<file path="config.mk">
export PLATFORM = sky130hd
export DESIGN_NAME = vga_timing_gen
export DESIGN_NICKNAME = d
export VERILOG_FILES = /design/src/rtl/vga_timing_gen.sv
export SDC_FILE = /design/constraint.sdc
export NUM_CORES = 1
export LEC_CHECK = 0
export BUFFER_PORTS_ARGS = -buffer_cell sky130_fd_sc_hd__buf_2
export CAP_MARGIN = 0
export CELL_PAD_IN_SITES_DETAIL_PLACEMENT = 1
export CELL_PAD_IN_SITES_GLOBAL_PLACEMENT = 1
export CORE_ASPECT_RATIO = 1.75
export CORE_MARGIN = 5
export CORE_UTILIZATION = 31
export CTS_CLUSTER_DIAMETER = 150
export DETAILED_ROUTE_END_ITERATION = 10
export GPL_ROUTABILITY_DRIVEN = 0
export GPL_TIMING_DRIVEN = 0
export PLACE_DENSITY = 0.58
export SKIP_LAST_GASP = 1
export SLEW_MARGIN = 15
export SYNTH_ARGS = -nofsm -noshare
export SYNTH_HDL_FRONTEND = slang
export SYNTH_SLANG_ARGS = --single-unit
</file>
<file path="constraint.sdc">
create_clock -name clk -period 7.05 [get_ports clk]
set_clock_uncertainty 0.2 [all_clocks]
set_input_delay 0.3525 -clock clk [delete_from_list [all_inputs] [get_ports clk]]
set_output_delay 0.3525 -clock clk [all_outputs]
set_load 0.02 [all_outputs]
</file>
<file path="src/rtl/vga_timing_gen.sv">
// rtl/vga_timing_gen.sv - VGA raster timing generator (640x480@60Hz from 100 MHz)
//
// Purpose: divides clk down to the pixel rate and walks a raster of
// H_TOTAL x V_TOTAL pixel periods. Sync and active-video decodes are
// registered from the next-state counters, so they change on the same
// edge as hCount/vCount.
//
// Ports:
//   clk        in   system clock
//   rst        in   asynchronous active-high reset
//   pix_en     out  one-clk strobe per pixel period; counters advance on it
//   hCount     out  horizontal position, 0..H_TOTAL-1
//   vCount     out  vertical position, 0..V_TOTAL-1
//   hSync      out  horizontal sync, active low
//   vSync      out  vertical sync, active low
//   bright     out  high inside the visible window
//   frame_tick out  one-clk strobe when the raster wraps to (0,0)
module vga_timing_gen #(
  parameter int CLK_DIV      = 4,
  parameter int H_TOTAL      = 800,
  parameter int H_SYNC       = 96,
  parameter int H_DISP_START = 144,
  parameter int H_DISP_END   = 783,
  parameter int V_TOTAL      = 525,
  parameter int V_SYNC       = 2,
  parameter int V_DISP_START = 35,
  parameter int V_DISP_END   = 514
) (
  input  logic       clk,
  input  logic       rst,
  output logic       pix_en,
  output logic [9:0] hCount,
  output logic [9:0] vCount,
  output logic       hSync,
  output logic       vSync,
  output logic       bright,
  output logic       frame_tick
);

  // CLK_DIV=1 still needs a 1-bit divider register that stays at 0.
  localparam int               DIV_W    = (CLK_DIV > 1) ? $clog2(CLK_DIV) : 1;
  localparam logic [DIV_W-1:0] DIV_LAST = DIV_W'(CLK_DIV - 1);
  localparam logic [9:0]       H_LAST   = 10'(H_TOTAL - 1);
  localparam logic [9:0]       V_LAST   = 10'(V_TOTAL - 1);
  localparam logic [9:0]       H_SW     = 10'(H_SYNC);
  localparam logic [9:0]       V_SW     = 10'(V_SYNC);
  localparam logic [9:0]       H_DS     = 10'(H_DISP_START);
  localparam logic [9:0]       H_DE     = 10'(H_DISP_END);
  localparam logic [9:0]       V_DS     = 10'(V_DISP_START);
  localparam logic [9:0]       V_DE     = 10'(V_DISP_END);

  logic [DIV_W-1:0] r_div;
  logic             r_pix_en;
  logic [9:0]       r_h;
  logic [9:0]       r_v;
  logic             r_hs;
  logic             r_vs;
  logic             r_br;
  logic             r_ft;

  logic [DIV_W-1:0] w_div_next;
  logic [9:0]       w_h_next;
  logic [9:0]       w_v_next;
  logic             w_h_wrap;
  logic             w_v_wrap;
  logic             w_hs;
  logic             w_vs;
  logic             w_br;

  always_comb begin
    w_div_next = (r_div == DIV_LAST) ? '0 : r_div + 1'b1;
    w_h_wrap   = (r_h == H_LAST);
    w_v_wrap   = (r_v == V_LAST);
    w_h_next   = r_h;
    w_v_next   = r_v;
    if (r_pix_en) begin
      if (w_h_wrap) begin
        w_h_next = '0;
        w_v_next = w_v_wrap ? '0 : r_v + 10'd1;
      end else begin
        w_h_next = r_h + 10'd1;
      end
    end
    // Decoding next-state values keeps the decodes aligned with the counters.
    w_hs = ~(w_h_next < H_SW);
    w_vs = ~(w_v_next < V_SW);
    w_br = (w_h_next >= H_DS) && (w_h_next <= H_DE) &&
           (w_v_next >= V_DS) && (w_v_next <= V_DE);
  end

  always_ff @(posedge clk or posedge rst) begin
    if (rst) begin
      r_div    <= '0;
      r_pix_en <= 1'b0;
      r_h      <= '0;
      r_v      <= '0;
      r_hs     <= 1'b0;
      r_vs     <= 1'b0;
      r_br     <= 1'b0;
      r_ft     <= 1'b0;
    end else begin
      r_div    <= w_div_next;
      // pix_en is high during the clk in which r_div sits at its last value.
      r_pix_en <= (w_div_next == DIV_LAST);
      r_h      <= w_h_next;
      r_v      <= w_v_next;
      r_ft     <= r_pix_en & w_h_wrap & w_v_wrap;
      if (r_pix_en) begin
        r_hs <= w_hs;
        r_vs <= w_vs;
        r_br <= w_br;
      end
    end
  end

  assign pix_en     = r_pix_en;
  assign hCount     = r_h;
  assign vCount     = r_v;
  assign hSync      = r_hs;
  assign vSync      = r_vs;
  assign bright     = r_br;
  assign frame_tick = r_ft;

endmodule
</file>
## Word-level counts from Yosys, hierarchy flattened

Index checks and enable logic that the tools add are counted.

- Flip-flop bits (word level): 27
- Bits of input ports: 2
- Output and inout bits: 25
- Word-level logic and storage cells: 34

- Add/sub/neg operators: 3
- $lt $le $gt $ge: 6
- Equality and inequality tests: 4
- Muxes and demuxes: 6
- Bitwise gates (word level): 4
- Reduce and logical (&&, ||, !) cells: 3

Operator list:

| operator | count |
|---|---|
| $mux 10 | 5 |
| $add 10x1->10 const B | 2 |
| $eq 10x10->1 const B | 2 |
| $le 10x10->1 const B | 2 |
| $ge 10x6->1 const B | 1 |
| $ge 10x8->1 const B | 1 |
| $lt 10x2->1 const B | 1 |
| $lt 10x7->1 const B | 1 |
| $eq 2x2->1 const B | 2 |
| $logic_and 1x1->1 | 3 |
| $add 2x1->2 const B | 1 |
| $and 1x1->1 | 2 |
| $mux 2 | 1 |
| $not 1->1 | 2 |

## Depth between registers and ports, before layout

- Depth after elaboration: 7
- Gate-level depth with buffers: 9
- Depth with buffers taken out: 9

## Least setup slack after synthesis

Ideal clock, no wire load.

- Path type: reg-to-reg
- Start point: reg r_h[0] (netlist: hCount[0])
- End point: reg r_br (netlist: bright)
- Arrival time: 2.431 ns
- Required time: 6.724 ns
- Setup slack: 4.293 ns
- Cell stages (with the launch flop): 9
- Path buffers: 0
- Period minus slack after synthesis: 2.757 ns
- Cell sequence: dfrtp_1 ha_1 nand2_1 or4_4 nor3_4 xor2_2 nor2_1 nor4bb_1 a311o_1

- Elaborated cells between the ends (all ways): 13

RTL lines:

| element | line | text |
|---|---|---|
| start, declared | 54 | `logic [9:0] r_h;` |
| start signal, assigned | 105 | `r_h <= w_h_next;` |
| $eq 10x10->1 (*) | 72 | `w_h_wrap = (r_h == H_LAST);` |
| $mux 10 (*) | 77 | `if (w_h_wrap) begin` |
| $mux 10 (*) | 76 | `if (r_pix_en) begin` |
| named net w_v_next[5] | 63 | `logic [9:0] w_v_next;` |
| $ge 10x6->1 | 88 | `(w_v_next >= V_DS) && (w_v_next <= V_DE);` |
| $logic_and 1x1->1 | 87 | `w_br = (w_h_next >= H_DS) && (w_h_next <= H_DE) &&` |
| $logic_and 1x1->1 (*) | 88 |  |
| end signal, assigned | 111 | `r_br <= w_br;` |
| end, declared | 58 | `logic r_br;` |

The timed path passes the listed nets; every way through them passes the cells marked *.
A chain may end at the register's enable or synchronous reset.

## Final worst setup path

Ends and elaborated chain as after synthesis.

==> impl_results.md <==
* Outcome: finished, final reports clean
* CTS tree: yes
* Layout cell share with drive strength beyond 1 at 22.4%
* Die area at 0.00652 sq mm
* Cells after synthesis at 152
* Post-synthesis sequential area ratio at 43.9%
* Largest net degree at the start of global routing at 28
* Area occupied by registers at 676 sq um
* # DRC at 0
* Max-cap violations at 0
* Detailed Place HPWL at 3410 microns
* Reg2reg end: bright
* Clk_lat worst skew at 0.28 ns
* VDD IR-drop max at 89.2 uV
* Top FF cell, synth: dfrtp_1
* Worst-path maximum fanout at 9
* Antenna Cells at 0
* I/O Buffers at 26
* Minimum clock period at 2.97 ns
* CTS Buffer Depth at 2
* # setup viols final at 0
* Total global-route track usage at 14.0%
* Post-CTS Setup Bufs at 0
* Antenna violations before repair at 0
* Critical Path AT at 2.94 ns
* I/O Pins at 27
* Via Count at 1348
* Final worst-path cycle share at 42.1%
* H-Tree Depth at 1
* Total power at 252 uW
* Hold wc startpoint: r_div[0]
* Crit path from: hCount[0]
* Fillcell total at 563
* DRT iter0 DRCs at 34
* Asr flop ratio synth at 100%
* Die extent in x at 63.2 microns
* ANT nets after route at 0
* Grt total ovfl at 0
* Max-slew headroom at 58.8%
* Average cell area after synthesis at 10.1 sq um
* Start of the worst register-to-register path: hCount[0]
* Register bit total from synthesis at 27
* Clock sink count at 27
* Vias in the first global route at 1376
* Syn Nets at 159
* Avg WL per Cell at 18.3 microns
* P per Cell Area at 141 mW/mm^2
* FP Rows at 34
* Yosys warns at 0
* Cell count of the worst reg-to-reg path at 8
* Synth cell types at 50
* Area grow syn2layout at 16.7%
* Num CTS Buffers at 3
* DR vias/cell at 5.69
* Starting Density at 31.4%
* P_leak at 0.847 nW
* Clk pin slew, worst setup/hold paths at 0.10 ns
* Final Hold Vio Count at 0
* Nets at 191
* CTS root buffer: clkbuf_8
* Critical path launch point type: flop
* Die height at 103 microns
* Most frequent cells in the layout: buf_2 (27), dfrtp_1 (27), nor2_1 (11)
* Final WL at 4340 microns
* CP required at 7.03 ns
* TritonRoute pass-1 iters at 4
* Crit end category: flop
* CP Class: flop to flop
* HP Class: flop to flop
* RSZ-0062 raised after global routing: no
* Multi-input gate area at 816 sq um
* Fin Setup TNS at 0 ns
* Post-Syn Area at 0.00154 sq mm
* Peak Freq at 337 MHz
* CP Capture Point: bright
* Worst Tran Pin Value at 0.618 ns
* Slew Limit Fails at 0
* Floorplan core area at 0.00489 sq mm
* Reg2reg setup slack at 4.08 ns
* Post-synth EDFFs at 0
* First-pass GRT wire length at 7150 microns
[timing repair]
| action | 4_1_cts | 5_1_grt |
|---|---|---|
| endpoints found under the hold margin | 0 | 27 |
| hold buffers | 0 | 1 |
| endpoints found under the setup margin | 0 | 0 |
| resized for setup | 0 | 0 |
[how the worst min path moves through the flow]
stage	to	slack, ns	cells past startpoint
5_1_grt	r_div[0]	0.29	1
2_1_floorplan	bright	0.21	1
3_3_place_gp	r_div[0]	0.24	1
4_1_cts	hCount[9]	0.19	2
6_report	r_div[0]	0.26	1
3_5_place_dp	r_div[0]	0.26	1
[worst max-delay path, cell delays in order, from the launching register on]
cell and delay, ns:
dfrtp_1 0.45, ha_1 0.28, nand2_1 0.21, nor3_4 0.45, a31oi_1 0.20, nor3_2 0.32, o311ai_1 0.21, a21o_1 0.22
a311o_1 0.34
[stage by stage]
| step | setup slack [ns] | area (sq um) | utilization, % | instances | hold slack [ns] |
|---|---|---|---|---|---|
| detailed placement | 4.07 | 1740 | 35.5 | 232 | 0.257 |
| CTS | 4.07 | 1780 | 36.5 | 236 | 0.190 |
| global placement | 4.10 | 1740 | 35.5 | 232 | 0.236 |
| floorplan | 4.29 | 1540 | - | 152 | 0.205 |
| global route | 3.88 | 1790 | 36.7 | 237 | 0.289 |
| finish | 4.08 | 1790 | 36.7 | 237 | 0.264 |
[sequential cells by signal (all words and copies together), names as in the netlist]
name / cells
frame_tick: 1
hCount: 10
bright: 1
vCount: 10
hSync: 1
vSync: 1
r_div: 2
pix_en: 1
[synthesized netlist by cell type (3+ instances only)]
cell type,n,area (sq um)
mux2i_1,3,30.0
nor3_1,3,15.0
xnor2_1,5,43.8
nor4_1,5,31.3
ha_1,5,62.6
nand2_1,10,37.5
nand4_1,6,37.5
nor2_1,11,41.3
o21ai_0,5,25.0
dfrtp_1,27,676
nand3_1,9,45.0
o31ai_1,4,30.0
xor2_1,4,35.0
a31oi_1,3,18.8
inv_1,10,37.5
a21oi_1,3,15.0
[power breakdown]
group / leakage, nW / internal, mW / switching (mW)
logic: 0.463 / 0.000612 / 0.00332
registers: 0.363 / 0.155 / 0
clock network: 0.0217 / 0.0402 / 0.0534
[final cells by class]
cell class,count,share of cell area (%)
buffer,2,0.488
clock buffer,3,2.30
clock inverter,1,0.418
inverter,10,2.09
multi-input combinational,113,45.5
sequential,27,37.7
tap,54,3.77
timing repair buffer,27,7.81
[cells by family (layout without fill, tap and decap cells)]
family	after synthesis	after routing	share of synthesized area, %
AOI/OAI and AO/OA	28	28	13.7
xor gates and xnor gates	10	10	6.18
adders and majority gates	5	5	4.07
buffers and inverters	12	43	3.01
DFF	27	27	43.9
muxes	3	3	1.95
and+or+nand+nor	67	67	27.2
[per-layer routing]
metal,global-route usage (%),routed length (microns),share of wire (%)
met1,15.1,1650,38
met5,0,0,0
met4,6.24,136,3.1
met3,2.05,141,3.2
met2,26.7,2410,56
Note: power is estimated with default switching activity, not from simulation.
